## config.mk

```make
export PLATFORM = sky130hd
export DESIGN_NAME = booth_multiplier_seq_flat
export DESIGN_NICKNAME = d
export VERILOG_FILES = /design/src/rtl/booth_multiplier_seq_if.sv /design/src/rtl/booth_multiplier_seq.sv /design/src/flat_wrapper.sv
export SDC_FILE = /design/constraint.sdc
export NUM_CORES = 1
export LEC_CHECK = 0
export BUFFER_PORTS_ARGS = -buffer_cell sky130_fd_sc_hd__clkbuf_2
export CAP_MARGIN = 0
export CORE_ASPECT_RATIO = 0.7
export CORE_MARGIN = 1.5
export CORE_UTILIZATION = 59
export CTS_BUF_LIST = sky130_fd_sc_hd__clkbuf_8
export CTS_CLUSTER_SIZE = 25
export DETAILED_ROUTE_END_ITERATION = 16
export HOLD_SLACK_MARGIN = 0.05
export PLACE_DENSITY = 0.84
export SYNTH_ARGS = -nofsm -noshare
export SYNTH_HDL_FRONTEND = slang
export SYNTH_SLANG_ARGS = --single-unit
export TNS_END_PERCENT = 10
```

## constraint.sdc

```tcl
create_clock -name clk -period 3.91 [get_ports clk]
set_clock_uncertainty 0.1 [all_clocks]
set_input_delay 0 -clock clk [delete_from_list [all_inputs] [get_ports clk]]
set_output_delay 0 -clock clk [all_outputs]
set_load 0.02 [all_outputs]
```

## src/rtl/booth_multiplier_seq_if.sv

```systemverilog
// booth_multiplier_seq_if: start/operand request and busy/done/result response bundle
interface booth_multiplier_seq_if #(parameter int WIDTH = 32);
  logic start;
  logic is_signed;
  logic [WIDTH-1:0] in0;
  logic [WIDTH-1:0] in1;
  logic busy;
  logic done;
  logic [2*WIDTH-1:0] result;
  modport master(output start, is_signed, in0, in1, input busy, done, result);
  modport slave(input start, is_signed, in0, in1, output busy, done, result);
endinterface

```

## src/rtl/booth_multiplier_seq.sv

```systemverilog
// booth_multiplier_seq: iterative radix-2 Booth multiplier, one step per clock
module booth_multiplier_seq #(parameter int WIDTH = 32) (
  input logic clk,
  input logic rst,
  booth_multiplier_seq_if.slave bus
);
  localparam int N = WIDTH + 1;
  localparam int CW = $clog2(N);
  typedef enum logic [1:0] {IDLE, RUN, DONE} state_t;
  state_t state;
  logic [N-1:0] m, a, q, sum;
  logic q_1;
  logic [CW-1:0] cnt;
  logic [2*N-1:0] prod;
  // one extra operand bit lets the same N-step Booth loop handle unsigned operands
  always_comb begin
    sum = {q[0], q_1} == 2'b01 ? a + m : {q[0], q_1} == 2'b10 ? a - m : a;
    prod = {sum[N-1], sum, q[N-1:1]};
  end
  always_ff @(posedge clk) begin
    if (rst) begin
      state <= IDLE;
      m <= '0;
      a <= '0;
      q <= '0;
      q_1 <= 1'b0;
      cnt <= '0;
      bus.busy <= 1'b0;
      bus.done <= 1'b0;
      bus.result <= '0;
    end else if (state != RUN) begin
      bus.done <= 1'b0;
      if (bus.start) begin
        state <= RUN;
        bus.busy <= 1'b1;
        m <= {bus.is_signed & bus.in0[WIDTH-1], bus.in0};
        q <= {bus.is_signed & bus.in1[WIDTH-1], bus.in1};
        a <= '0;
        q_1 <= 1'b0;
        cnt <= '0;
      end else begin
        state <= IDLE;
      end
    end else begin
      {a, q, q_1} <= {prod, q[0]};
      cnt <= cnt + 1'b1;
      if (cnt == CW'(N - 1)) begin
        state <= DONE;
        bus.busy <= 1'b0;
        bus.done <= 1'b1;
        bus.result <= prod[2*WIDTH-1:0];
      end
    end
  end
endmodule

```

## src/flat_wrapper.sv

```systemverilog
// flat-port wrapper written by rule: the top's interface ports become plain ports
module booth_multiplier_seq_flat 
#(parameter int WIDTH = 32)
  (clk, rst, bus_start, bus_is_signed, bus_in0, bus_in1, bus_busy, bus_done, bus_result);
  booth_multiplier_seq_if #(.WIDTH(WIDTH)) bus_i ();
  input logic clk;
  input logic rst;
  input wire logic [$bits(bus_i.start)-1:0] bus_start;
  input wire logic [$bits(bus_i.is_signed)-1:0] bus_is_signed;
  input wire logic [$bits(bus_i.in0)-1:0] bus_in0;
  input wire logic [$bits(bus_i.in1)-1:0] bus_in1;
  output wire logic [$bits(bus_i.busy)-1:0] bus_busy;
  output wire logic [$bits(bus_i.done)-1:0] bus_done;
  output wire logic [$bits(bus_i.result)-1:0] bus_result;
  assign bus_i.start = bus_start;
  assign bus_i.is_signed = bus_is_signed;
  assign bus_i.in0 = bus_in0;
  assign bus_i.in1 = bus_in1;
  assign bus_busy = bus_i.busy;
  assign bus_done = bus_i.done;
  assign bus_result = bus_i.result;
  booth_multiplier_seq #(.WIDTH(WIDTH)) u_core (.clk(clk), .rst(rst), .bus(bus_i));
endmodule
```

==> metrics.txt <==
core box area 16590 sq um; 1st-pass router iterations 5; multi-input combinational cell area 6076 sq um; dpl cell area 10930 sq um; Worst Hold Path EP u_core.m[8]$_SDFFE_PP0P_; synth warn 0; Leakage 5.343 nW; vias in the first global route 9716; Critical Path AT 3780 ps; top-count cell post-synth dfxtp_1; clock share of power 0.316; Hold Fails Final Rpt 0; Post-DP HPWL 21140 um; R2R setup slack 400 ps; non-filler instance count after layout 1621; critical path's slowest cell a2111o_1; total CTS buffers 17; Vias 10.15k; CTS Buffer Depth 2; Syn Nets 1370; CP Capture Type flop; Die Span Y 112.7 um; Slew @ Worst Pin 909.7 ps; Residual DRC 0; maxcap violations 0; Filler cells 1281; initial DRC count 1249; Initial Utilization 0.6118; vias per cell 6.259; slowest stage delay, CP 530 ps; unrepaired setup endpoints after global routing no; power per cell area 366.9 nW/um^2; setup TNS 0 ps; crit-path most repeated cell a21oi_1; fin crit period 3513 ps; full die area 18010 sq um; DR WL/cell 19.50 um; Clk Latency, worst-skew pair 480 ps; ranking of synthesized cells by area dfxtp_1 34%, ha_1 8.5%, a21oi_1 5.8%; delay-heaviest family, CP compound AO/OA/AOI/OAI gates; setup violators final 0; sw frac 0.3590; CP cell instances inv_1 -> ha_1 -> inv_1 -> fa_1 -> a21oi_1 -> o221ai_1 -> o21ai_1 -> o21ai_1 -> a2111o_1 -> a21oi_1 -> o21bai_1 -> a21oi_1 -> xnor2_1 -> o211ai_1; ANT nets after route 0; Site Rows 39; GRT Overall Usage 0.3518; CTS tree done; Worst-path clk slew 110 ps; WP buf/inv 2; Syn Area/Cell 8.246 sq um; Port Buffer Count 133; Tcrit/Tclk final 0.8984; ys async rst share 0; VDD IR max 0.2124 mV; CP Launch Type flop; Reg area 3463 sq um; Setup Crit Path Kind reg2reg; Seq pwr share 0.430; WHS Path Cells 4; status finished, final reports clean; FF-to-FF End u_core.a[31]$_SDFFE_PP0P_; grt ovf 0; Hold Buf Count CTS 67; post-CTS setup repair buffer count 0; total I/O pin count 134; Seq cells post-synth 173; Slew headroom 0.3936; worst setup margin 397.1 ps; clock root buffer clkbuf_8; Post-Syn Area 10150 sq um; sequential share of the synthesized area 0.3412; Area Growth Syn to Fin 18.57%; P_int 0.002830 W; ANT cells 0; Final Wtd Congestion 1.027; cell count after placement 1522; final core utilization 0.7255; layout net count 1522; Die Span X 159.8 um; H-Tree Depth 4; fin. max-slew vios 0; largest net degree at the start of global routing 78; Reg2Reg Depth 14; WP data required 4180 ps; Unique masters post-synth 88; DP Worst Slack 484.3 ps; Fmax 284.7 MHz; Detailed Route WL 31610 um; ys flop type dfxtp_1; HP Class in2reg; Comb pwr share 0.253; design area 12040 sq um; Reg2Reg Launch Point u_core.a[0]$_SDFFE_PP0P_; TritonCTS Sinks 173; first-pass GRT wire length 50670 um; Post-synth EDFFs 0; CP Max Fanout 4; share of the synthesized area in the top cell type 0.3412; initial antenna violation count 0; layout cells sized above 1 0.1626; synth cell count leaders 173 x dfxtp_1, 136 x nand2_1, 118 x a21oi_1; biggest area consumer among synthesized cells dfxtp_1; P_sw 0.001585 W; Hold Crit Start bus_in0[8]; Synth Instances 1231; post_cts resized 0
[metrics by stage]
stage	power, W	hold WS, ps
after floorplan	0.002675	35.97
after global placement	0.002946	122.6
after detailed placement	0.002957	131.7
after CTS	0.004379	152.0
after global routing	0.004609	184.8
final	0.004416	177.3
[cell usage in the layout (no fill, tap or decap), types with 4 or more instances in the layout]
cell / Yosys / layout
a211oi_1: 41 / 41
a21o_1: 12 / 12
a21oi_1: 118 / 117
a221o_1: 7 / 7
a221oi_1: 6 / 6
a22o_1: 59 / 59
a31oi_1: 7 / 7
a32o_1: 13 / 13
and2_1: 5 / 5
buf_4: 2 / 21
clkbuf_2: 1 / 133
clkbuf_8: 0 / 17
dfxtp_1: 173 / 173
dlygate4sd3_1: 0 / 67
ha_1: 69 / 69
inv_1: 68 / 68
inv_8: 0 / 6
mux2i_1: 35 / 35
nand2_1: 136 / 136
nand2b_1: 15 / 14
nand3_1: 12 / 12
nand4_1: 7 / 7
nor2_1: 105 / 105
nor2b_1: 13 / 12
nor3_1: 16 / 15
nor4_1: 5 / 5
o211ai_1: 9 / 9
o21a_1: 5 / 5
o21ai_0: 51 / 51
o21ai_1: 10 / 10
o21bai_1: 15 / 15
o221ai_1: 9 / 9
o22ai_1: 19 / 19
o2bb2ai_1: 4 / 4
o31ai_1: 5 / 5
or3_1: 9 / 9
[cell type report]
class	instances	area share
clock buffers	17	0.01944
clock inverters	15	0.01705
inverters	70	0.02183
multi-input cells	899	0.5048
flip-flops and latches	173	0.2877
well taps	225	0.02339
repair buffers	222	0.1258
[per-layer routing]
metal  wire, um  track usage  vias up
li1           -            -     4795
met1      14430       0.4960     4775
met2      13570       0.5342      518
met3       2830      0.07515       58
met4        776       0.1227        0
met5          0            0        -
[worst min-delay path: stages]
cell and delay, ps:
dlygate4sd3_1 530, clkbuf_2 100, nand2_1 50, a21oi_1 50
[cells by family after synthesis]
kind of cell    share of synthesized area
mux                               0.03451
xor+xnor                         0.003452
simple gates                       0.1541
buf+inv                           0.06237
fa+ha+maj                         0.08899
compound gates                     0.3154
flops                              0.3412
[worst max path at each step]
stage,slack [ps],cells past startpoint,from,endpoint
6_report,400,14,u_core.a[0]$_SDFFE_PP0P_,u_core.a[31]$_SDFFE_PP0P_
2_1_floorplan,890,13,u_core.m[0]$_SDFFE_PP0P_,u_core.a[25]$_SDFFE_PP0P_
5_1_grt,170,14,u_core.a[0]$_SDFFE_PP0P_,u_core.a[31]$_SDFFE_PP0P_
3_3_place_gp,540,13,u_core.m[0]$_SDFFE_PP0P_,u_core.a[25]$_SDFFE_PP0P_
4_1_cts,430,13,u_core.m[0]$_SDFFE_PP0P_,u_core.a[25]$_SDFFE_PP0P_
3_5_place_dp,480,13,u_core.m[0]$_SDFFE_PP0P_,u_core.a[25]$_SDFFE_PP0P_
[sequential cells by signal (all words and copies together), names as in the netlist]
signal / cells
u_core.state: 2
u_core.a: 32
u_core.bus.done: 1
u_core.q_1: 1
u_core.m: 33
u_core.bus.busy: 1
u_core.cnt: 6
u_core.bus.result: 64
u_core.q: 33
[power by group through the flow]
| stage | clock [W] | sequential (W) | combinational, W |
|---|---|---|---|
| final | 0.00140 | 0.00190 | 0.00112 |
| after global routing | 0.00149 | 0.00191 | 0.00121 |
| after detailed placement | 0 | 0.00194 | 0.00102 |
| after global placement | 0 | 0.00193 | 0.00101 |
| after floorplan | 0 | 0.00192 | 0.000757 |
| after CTS | 0.00140 | 0.00190 | 0.00108 |
Note: power is estimated with default switching activity, not from simulation.
